**src/rtl/crc8_frame_sequencer.sv**
```systemverilog
// crc8_frame_sequencer: byte-framed front end feeding a bit-serial CRC-8 register, MSB first.
// Define CRC_CHECK_EN to add exp_crc / crc_match comparison of the final CRC.
module crc8_frame_sequencer #(
    parameter logic [7:0] POLY = 8'h07,
    parameter logic [7:0] INIT = 8'h00
) (
    input  logic       clk,
    input  logic       reset_n,
    input  logic       s_valid,
    output logic       s_ready,
    input  logic [7:0] s_data,
    input  logic       s_last,
    input  logic       abort,
`ifdef CRC_CHECK_EN
    input  logic [7:0] exp_crc,
    output logic       crc_match,
`endif
    output logic       busy,
    output logic       crc_valid,
    output logic [7:0] crc_value
);
    typedef enum logic [1:0] {IDLE, SHIFT, DONE} state_t;

    state_t     state_q;
    logic [7:0] crc_q, shreg_q;
    logic [2:0] bit_cnt_q;
    logic       last_q, first_q;
    logic       fb;
    logic [7:0] crc_d;
`ifdef CRC_CHECK_EN
    logic [7:0] exp_q;
`endif

    assign fb    = shreg_q[7] ^ crc_q[7];
    assign crc_d = {crc_q[6:0], 1'b0} ^ (fb ? POLY : 8'h00);

    always_ff @(posedge clk or negedge reset_n) begin
        if (!reset_n) begin
            state_q   <= IDLE;
            crc_q     <= INIT;
            shreg_q   <= 8'h00;
            bit_cnt_q <= 3'd0;
            last_q    <= 1'b0;
            first_q   <= 1'b1;
            s_ready   <= 1'b1;
            busy      <= 1'b0;
            crc_valid <= 1'b0;
            crc_value <= 8'h00;
`ifdef CRC_CHECK_EN
            exp_q     <= 8'h00;
            crc_match <= 1'b0;
`endif
        end else begin
            crc_valid <= 1'b0;
            if (abort) begin
                state_q   <= IDLE;
                first_q   <= 1'b1;
                bit_cnt_q <= 3'd0;
                s_ready   <= 1'b1;
                busy      <= 1'b0;
            end else begin
                case (state_q)
                    IDLE: if (s_valid) begin
                        shreg_q   <= s_data;
                        last_q    <= s_last;
                        bit_cnt_q <= 3'd0;
                        state_q   <= SHIFT;
                        s_ready   <= 1'b0;
                        busy      <= 1'b1;
`ifdef CRC_CHECK_EN
                        exp_q     <= exp_crc;
`endif
                        if (first_q) begin
                            crc_q   <= INIT;
                            first_q <= 1'b0;
                        end
                    end
                    SHIFT: begin
                        crc_q     <= crc_d;
                        shreg_q   <= {shreg_q[6:0], 1'b0};
                        bit_cnt_q <= bit_cnt_q + 3'd1;
                        if (bit_cnt_q == 3'd7) begin
                            if (last_q) begin
                                state_q   <= DONE;
                                crc_valid <= 1'b1;
                                crc_value <= crc_d;
`ifdef CRC_CHECK_EN
                                crc_match <= (crc_d == exp_q);
`endif
                            end else begin
                                state_q <= IDLE;
                                s_ready <= 1'b1;
                                busy    <= 1'b0;
                            end
                        end
                    end
                    DONE: begin
                        state_q <= IDLE;
                        first_q <= 1'b1;
                        s_ready <= 1'b1;
                        busy    <= 1'b0;
                    end
                    default: state_q <= IDLE;
                endcase
            end
        end
    end
endmodule

```
**config.mk**
```make
export PLATFORM = sky130hd
export DESIGN_NAME = crc8_frame_sequencer
export DESIGN_NICKNAME = d
export VERILOG_FILES = /design/src/rtl/crc8_frame_sequencer.sv
export SDC_FILE = /design/constraint.sdc
export NUM_CORES = 1
export LEC_CHECK = 0
export CAP_MARGIN = 20
export CORE_MARGIN = 2
export CORE_UTILIZATION = 50
export CTS_CLUSTER_SIZE = 16
export DETAILED_ROUTE_END_ITERATION = 6
export PLACE_DENSITY = 0.75
export SLEW_MARGIN = 20
export SYNTH_ARGS = -nofsm -noshare
export SYNTH_HDL_FRONTEND = slang
export SYNTH_SLANG_ARGS = --single-unit
export TNS_END_PERCENT = 5
```
**constraint.sdc**
```tcl
create_clock -name clk -period 2 [get_ports clk]
set_input_delay 0.4 -clock clk [delete_from_list [all_inputs] [get_ports clk]]
set_output_delay 0.4 -clock clk [all_outputs]
set_load 0.03 [all_outputs]
```
Word level (Yosys, flattened, before mapping)
Cells that the tools add are included.
- memories kept: 0
- flip-flop bits (word level): 34
- bits in writable memories: 0
- latch bits: 0
- input bits: 13
- memory bits (read-only): 0
- $add $sub $neg: 1
- multiplexer cells: 30
- shift-type cells: 0
- bitwise gates (word level): 3
- multipliers: 0
- reductions and logical operators: 13
- equal/unequal tests: 8
- magnitude comparators: 0
- div/mod/pow operators: 0
- operators by type and width (cell ; count):
    one-hot mux 8 bit (2 select lines) ; 2
    2-to-1 mux 8 bit ; 3
    2-to-1 mux 1 bit ; 13
    AND reduction 4 bit ; 3
    2-to-1 mux 3 bit ; 3
    inequality test 3 bit (second input constant) ; 3
    2-to-1 mux 2 bit ; 4
    XOR 8 x 3 -> 8 bit ; 1
    one-hot mux 1 bit (3 select lines) ; 2
    one-hot mux 3 bit (2 select lines) ; 1
    AND reduction 2 bit ; 3
    AND reduction 3 bit ; 2
    nonzero test 3 bit ; 2
    inequality test 2 bit (second input constant) ; 2
    one-hot mux 2 bit (2 select lines) ; 1
    nonzero test 4 bit ; 1
    adder 3 x 1 -> 3 bit (second input constant) ; 1
    == test 3 bit (second input constant) ; 1
    == test 2 x 1 -> 1 bit (second input constant) ; 1
    == test 2 bit (second input constant) ; 1
    zero test 2 bit ; 1
    one-hot mux 1 bit (2 select lines) ; 1
    nonzero test 2 bit ; 1
    inverter 1 bit ; 1
    XOR 1 bit ; 1

Logic depth before layout (Yosys ltp)
- depth in word-level cells: 4
- mapped depth: 8

Worst setup path after synthesis
No wires, ideal clock.
- path kind: reg2reg
- start: reg bit_cnt_q[0]
- end: reg busy
- path buffers: 0
- path slack: 0.449 ns
- required time: 1.874 ns
- setup time: 0.126 ns
- data arrival time: 1.425 ns
- cell stages (with the launch flop): 7
- cell sequence: dfrtp_1 -> ha_1 -> ha_1 -> nand2b_1 -> a21oi_4 -> nor4_2 -> a221o_1
- word-level cells in the longest chain between the ends: 3
- ends and longest elaborated chain (element ; line ; text):
    from (decl) ; 26 ; logic [2:0] bit_cnt_q;
    from (signal assigned) ; 81 ; bit_cnt_q <= bit_cnt_q + 3'd1;
    == test 3 bit ; 82 ; if (bit_cnt_q == 3'd7) begin
    inequality test 3 bit (no line) ; n/a ;
    AND reduction 4 bit (no line) ; n/a ;
    to (signal assigned) ; 69 ; busy <= 1'b1;
    to (signal assigned) ; 93 ; busy <= 1'b0;
    to (signal assigned) ; 101 ; busy <= 1'b0;
    to (decl) ; 18 ; output logic busy,
Every way passes these cells.
A chain may end at the register's enable or synchronous reset.

Worst setup path in the final report
- start: reg state_q[1]
- end: reg busy
- word-level cells in the longest chain between the ends: 3
- ends and longest elaborated chain (element ; line ; text):
    from (decl) ; 24 ; state_t state_q;
    from (signal assigned) ; 39 ; state_q <= IDLE;
    from (signal assigned) ; 56 ; state_q <= IDLE;
    from (signal assigned) ; 67 ; state_q <= SHIFT;
    == test 2 x 1 -> 1 bit, or another cell as far along ; 62 ; case (state_q)
    inequality test 3 bit (no line), or another cell as far along ; n/a ;
    AND reduction 4 bit (no line) or 2-to-1 mux 1 bit (tied branches) ; n/a ;
    to (signal assigned) ; 60 ; busy <= 1'b0;
    to (signal assigned) ; 69 ;
    to (signal assigned) ; 93 ;
Parallel ways exist; a longest one is shown, timed or not.

==> summary.txt <==
Outcome
  – Outcome: completed

Worst setup path
  – CP arrival: 2.08 ns
  – Slowest cell on crit path: sky130_fd_sc_hd__ha_1
  – List of cells traversed by the critical path: inv_1 > ha_1 > nand2b_1 > a21oi_4 > nor4_2 > a221o_1
  – Critical path class: reg2reg
  – Delay of the slowest cell on the worst path: 0.44 ns
  – Buf/Inv on CP: 1
  – Setup crit start kind: flop
  – Maximum fanout count along the critical path: 11
  – Nature of the critical path endpoint: flop
  – Cell type group with the largest total delay on the critical path: compound AO/OA/AOI/OAI gates
  – Worst Path Required: 2.24 ns

Place
  – Dpl hpwl: 2.09 mm
  – Last weighted congestion value of the routability-driven placer: 0.874
  – DP Cell Count: 213
  – Number of port buffers: 23
  – Post-placement worst setup slack: 0.178 ns

Layout
  – Fill cell instance count of the final layout: 267
  – Diode insertion count for antenna repair: 0
  – Area of the multi-input gates: 691 um2
  – Post-layout net count: 195
  – Post-layout instance count excluding filler cells: 221
  – Sequential cell area: 853 um2
  – Ratio of cells with drive above 1 in the final layout: 15.8%
  – Synth-to-layout area growth: 24.3%

STA
  – Relative max-transition margin: 70.3%
  – Slew at the pin closest to its max-slew limit: 0.445 ns
  – Setup-failing EPs final: 0
  – Tcrit/Tclk final: 92.1%
  – Final hold viol count: 0
  – Worst-case hold slack: 0.445 ns
  – Setup repair after global routing missed its margin: no
  – Post-Route Setup TNS: 0 ns
  – Final max-slew violation count: 0
  – Timing-limited maximum frequency: 543 MHz
  – Setup clock skew after layout: 0.0120 ns
  – Clock period minus worst slack: 1.84 ns
  – Minimum setup slack in the final design: 0.158 ns

Route
  – Initial DRC count: 42
  – Routed wire length per instance: 13.4 um
  – Mean number of vias per cell: 5.12
  – DRT antenna net count: 0
  – Via count: 1132
  – Detailed-route wire length: 2.95 mm
  – Initial DRT Pass Iterations: 4
  – Detailed-route DRC error count: 0

Clock network
  – Number of clock sinks: 34
  – Number of buffers added by the clock tree synthesis step: 5
  – Clock root buffer: sky130_fd_sc_hd__clkbuf_4
  – Post-CTS clock slew at the launch and capture registers of the worst setup and hold paths: 0.11 ns
  – Clock Path Buffers: 2
  – Hold bufs inserted after CTS: 0
  – Clock insertion delay at the later pin of the skew report: 0.34 ns
  – H-tree lvl count: 2
  – Clock tree from TritonCTS: done

Floorplanning
  – Height of the chip: 60.8 um
  – Die span in x: 60.8 um
  – Initial core utilization: 52.9%
  – Site row count: 20
  – Top-level port count: 24
  – Area of the core region: 0.00305 mm2
  – Floorplan die area: 0.00370 mm2

Global routing
  – Total congestion overflow after global routing: 0
  – Via count of the first global-routing pass: 1113
  – Global-route wire length before repair: 5.00 mm
  – Largest net degree at the start of global routing: 35
  – Number of antenna violations at the first check in global routing: 0
  – GRT Util Overall: 18.9%

Yosys
  – FF+latch count, synth: 34
  – Sequential area share after synthesis: 52.9%
  – Post-synthesis instance area: 0.00161 mm2
  – Yosys Warn Count: 0
  – Async set-reset flop share out of synthesis: 100%
  – Mean instance size in the synthesized netlist: 11.1 um2
  – Cell variety after synth: 33
  – Net Count, Synth: 165
  – Post-Syn Instances: 146
  – Top FF cell, synth: sky130_fd_sc_hd__dfrtp_1
  – Post-synth EDFFs: 0

Hold path
  – Type of the worst min-delay path: in2async

Power and ir drop
  – Leakage: 0.924 nW
  – Peak supply drop: 0.647 mV
  – Power Density: 1070 mW/mm2

Job
  – Maximum capacitance violations: 0
[final timing paths]
path	startpoint	endpoint	slack, ns	cells after the start
worst max-delay path	state_q[1]	busy	0.16	6
worst min-delay path	reset_n	state_q[0]	0.45	2
worst max register to register	state_q[1]	busy	0.16	6
worst min register to register	crc_value[5]	crc_value[5]	0.48	2
max in group asynchronous	reset_n	first_q	1.22	2
min in group clk	crc_value[5]	crc_value[5]	0.48	2
[per-stage QoR]
stage / power, mW / utilization, % / cell area, um2
floorplan: 1.35 / - / 1610
global placement: 1.47 / 62.0 / 1890
detailed placement: 1.50 / 62.0 / 1890
CTS: 2.17 / 65.7 / 2000
global route: 2.28 / 65.7 / 2010
finish: 2.15 / 65.7 / 2010
[cell usage after synthesis (2+ instances only)]
| master | instances | area, um2 |
|---|---|---|
| sky130_fd_sc_hd__nor2_1 | 13 | 48.8 |
| sky130_fd_sc_hd__dfrtp_1 | 32 | 801 |
| sky130_fd_sc_hd__inv_1 | 5 | 18.8 |
| sky130_fd_sc_hd__ha_1 | 6 | 75.1 |
| sky130_fd_sc_hd__dfstp_2 | 2 | 52.6 |
| sky130_fd_sc_hd__nand2b_1 | 4 | 25.0 |
| sky130_fd_sc_hd__nand3b_1 | 2 | 15.0 |
| sky130_fd_sc_hd__buf_6 | 3 | 33.8 |
| sky130_fd_sc_hd__a22o_1 | 6 | 52.6 |
| sky130_fd_sc_hd__a21oi_2 | 3 | 26.3 |
| sky130_fd_sc_hd__mux2i_1 | 7 | 70.1 |
| sky130_fd_sc_hd__nand2_1 | 26 | 97.6 |
| sky130_fd_sc_hd__a21oi_1 | 7 | 35.0 |
| sky130_fd_sc_hd__a32oi_1 | 2 | 17.5 |
| sky130_fd_sc_hd__o21ai_0 | 7 | 35.0 |
| sky130_fd_sc_hd__xnor2_1 | 2 | 17.5 |
| sky130_fd_sc_hd__mux2_2 | 2 | 22.5 |
| sky130_fd_sc_hd__buf_2 | 2 | 10.0 |
[where the power goes]
part | switching, mW | leakage [nW] | internal [mW] | total, mW
Sequential | 0.100 | 0.435 | 0.839 | 0.940
Combinational | 0.292 | 0.430 | 0.249 | 0.541
Clock | 0.244 | 0.0585 | 0.423 | 0.667
Total | 0.636 | 0.924 | 1.51 | 2.15
[sequential cells by signal (all words and copies together), names as in the netlist]
signal and count:
crc_q 8, crc_value 8, shreg_q 8, bit_cnt_q 3
state_q 2, busy 1, crc_valid 1, first_q 1
last_q 1, s_ready 1
[final cells by class]
type / count / share of cell area (%)
clock buffer: 6 / 2.56
clock inverter: 2 / 2.99
inverter: 5 / 0.935
multi-input combinational: 101 / 34.4
sequential: 34 / 42.5
tap: 44 / 2.74
timing repair buffer: 29 / 13.8
[cells in the final DEF, fill, tap and decap left out, drive strengths merged]
cell type and count:
dfrtp 32, nand2 26, clkdlybuf4s50 22, nor2 14
a21oi 11, mux2i 8, o21ai 7, a22o 6
ha 6, buf 6, clkbuf 6, inv 5
nand2b 5, xnor2 2, a32oi 2, mux2 2
nand3b 2, bufinv 2, dfstp 2, nand4b 1
nand3 1, a21o 1, xor2 1, o31ai 1
nor4 1, a221oi 1, nor2b 1, a221o 1
o21bai 1, dlymetal6s2s 1
[timing repair]
item                       in CTS  in global routing
setup endpoints to repair       0                  1
buffers inserted                0                  0
gates resized for setup         0                  1
[kinds of logic after synthesis]
group                      after synthesis  share of synthesized area (%)
buffers and inverters                   11                           4.34
AOI/OAI and AO/OA                       31                           14.3
xor gates and xnor gates                 3                           1.63
DFF                                     34                           52.9
muxes                                   10                           7.13
adders and majority gates                6                           4.65
and+or+nand+nor                         51                           15.1
[routing by layer]
metal  global-route usage [%]  wire length [um]  vias up
met2                     29.2              1380       28
met1                     23.5              1360      540
met3                     7.04               137        8
met4                     9.01                75        0
li1                         -                 -      556
met5                        0                 0        -
Power figures use the tool's default switching activity.
==> RTL edit (same settings) <==
The 3 states of `state_t` get a one-hot encoding in 3 bits.
--- a/src/rtl/crc8_frame_sequencer.sv
+++ b/src/rtl/crc8_frame_sequencer.sv
@@ -19,7 +19,7 @@
     output logic       crc_valid,
     output logic [7:0] crc_value
 );
-    typedef enum logic [1:0] {IDLE, SHIFT, DONE} state_t;
+    typedef enum logic [2:0] {IDLE = 3'b001, SHIFT = 3'b010, DONE = 3'b100} state_t;
 
     state_t     state_q;
     logic [7:0] crc_q, shreg_q;
Function: same outputs for any inputs over 10 cycles, from zero or initial values and one cycle with reset_n low; not proved beyond that.
==> RTL edit against the unedited design <==
  * Cell count is 19% lower
  * Core utilization decreased by 0.071 points
  * First-iteration DRC count decreased by 38%
  * Design area shrank 1.7%
  * Sequential cell count up 1
  * Worst setup slack better by 50 ps
  * Routed wire length is 7.2% lower
  * Area after synthesis down 3.5%
  * Largest cell class unchanged
Power is not compared: it rests on default switching activity, and its combinational part moved more than twofold at a synthesized area within 25%.
==> RTL edit: results (changes against the unedited design) <==
- The maximum fanout count along the critical path is 3 (-8).
- Fraction of the mapped netlist area in compound gates: 11.9% (-2.4 points)
- Max stage delay on crit path: 670 ps (+230 ps)
- Warnings from Yosys: 0 (unchanged)
* Xor and xnor area share after synthesis: 1.69% (+0.059 points)
* Most used standard cells in the synthesized netlist: 32 x sky130_fd_sc_hd__dfrtp_1, 24 x sky130_fd_sc_hd__mux2_2, 10 x sky130_fd_sc_hd__a22o_1
- Maximum clock insertion buffer count: 2 (unchanged)
- The pin count of the biggest net entering global routing came to 36 (+2.9%).
- The half-perimeter wire length after detailed placement was 1940 microns (-7.4%).
- Synthesized-area fraction occupied by adder cells: 1.61% (-3.0 points)
- First-pass GRT wire length: 4840 microns (-3.2%)
- Post-Synthesis Net Count: 125 (-24%)
* Vias in the first global route: 1091 (-2.0%)
- The number of levels the H-tree was split into was 2 (unchanged).
- The worst-case clock skew was 5.02 ps (-6.96 ps).
- Yosys attributes the largest share of cell area to sky130_fd_sc_hd__dfrtp_1 51%, sky130_fd_sc_hd__mux2_2 17%, sky130_fd_sc_hd__a22o_1 5.6%, sky130_fd_sc_hd__dfstp_2 5.1%, sky130_fd_sc_hd__xor2_1 1.7%.
* Antenna violations before repair: 0 (unchanged)
* Number of DRC markers after the initial detailed-route iteration: 26 (-38%)
- Across the VDD grid, the largest voltage drop is between 400 and 500 uV.
- The weighted congestion at the end of routability-driven global placement was 0.814 (-6.9%).
- Mean Syn Cell Area: 14.2 sq um (+28%)
* DP Worst Slack: -127 ps (-305 ps)
- The slowest stage of the critical path is the sky130_fd_sc_hd__clkdlybuf4s50_1 cell.
- Outcome: completed
- The number of buffers created by CTS was 5 (unchanged).
- The ratio of cells with drive above 1 in the final layout was 35.4% (+20 points).
- The data arrival time of the critical path came to 1390 ps (-690 ps).
- The layout net count came to 161 (-17%).
* Family with the most delay on the worst path: buffers and inverters
* Transition time at the pin with the least slew margin: 432 ps (-13.1 ps)
* Placed Area: 1890 sq um (-0.26%)
- Mux cell area share after synthesis: 17.3% (+10 points)
- Gr usage total: 18.9% (about the same)
- Type of the worst min-delay path: input pin to asynchronous set/reset pin
- Routed vias: 1001 (-12%)
* Cell count after placement: 172 (-19%)
- Length of the first detailed-routing pass in iterations: 2 (-2)
* Number of vias per cell after detailed routing: 5.56 (+8.6%)
- Number of buffers added to fix hold violations after cts: 0 (unchanged)
- The later pin in the worst-skew pair is clocked with a latency of between 300 and 400 ps.
- The shortest clock period the worst path allows after layout was 1790 ps (-49.9 ps).
- Seq/Total Area, Yosys: 56.5% (+3.6 points)
- Wire length per cell after detailed routing: 15.2 microns (+14%)
## RTL edit: cell count changes after synthesis, sizes merged, moves of 4 or more
| cell | before | now |
|---|---|---|
| nand2 | 26 | 2 |
| mux2 | 2 | 24 |
| nor2 | 14 | 3 |
| a21oi | 11 | 2 |
| mux2i | 8 | 0 |
| nand2b | 5 | 0 |
| a22o | 6 | 10 |
| ha | 6 | 2 |
| o21ai | 7 | 3 |
## RTL edit: repair_timing
item | 4_1_cts | 5_1_grt
gates resized for setup | 0 | 1
buffers inserted | 0 | 0
endpoints found under the setup margin | 0 | 1
## RTL edit: metal layers
| layer | vias to the layer above | wire length (microns) | track usage (%) |
|---|---|---|---|
| met4 | 0 | 57 | 8.57 |
| met5 | - | 0 | 0 |
| met2 | 15 | 1390 | 30.9 |
| met3 | 6 | 115 | 6.49 |
| met1 | 501 | 1180 | 22.4 |
| li1 | 479 | - | - |
## RTL edit: area by class of cell
type | instances | area (sq um)
flip-flops and latches | 35 | 880
multi-input cells | 69 | 642
repair buffers | 33 | 320
fillers | 239 | 1030
well taps | 33 | 41.3
clock inverters | 3 | 43.8
clock buffers | 5 | 37.5
inverters | 2 | 7.51
## RTL edit: path summary, 6_finish.rpt
| path | cells past startpoint | end | start | slack [ps] |
|---|---|---|---|---|
| worst min register to register | 2 | s_ready | s_ready | 490 |
| min in group clk | 2 | s_ready | s_ready | 490 |
| worst min-delay path | 2 | shreg_q[0] | reset_n | 440 |
| max in group asynchronous | 2 | state_q[0] | reset_n | 1210 |
| worst max-delay path | 1 | busy | busy | 210 |
| worst max register to register | 4 | crc_value[1] | state_q[2] | 290 |
## RTL edit: through the flow
stage                     TNS (ps)  power (mW)
after floorplan                  0       0.952
after global placement        -524        1.04
after detailed placement     -1060        1.05
after CTS                        0        1.57
after global routing             0        1.63
final                            0        1.54
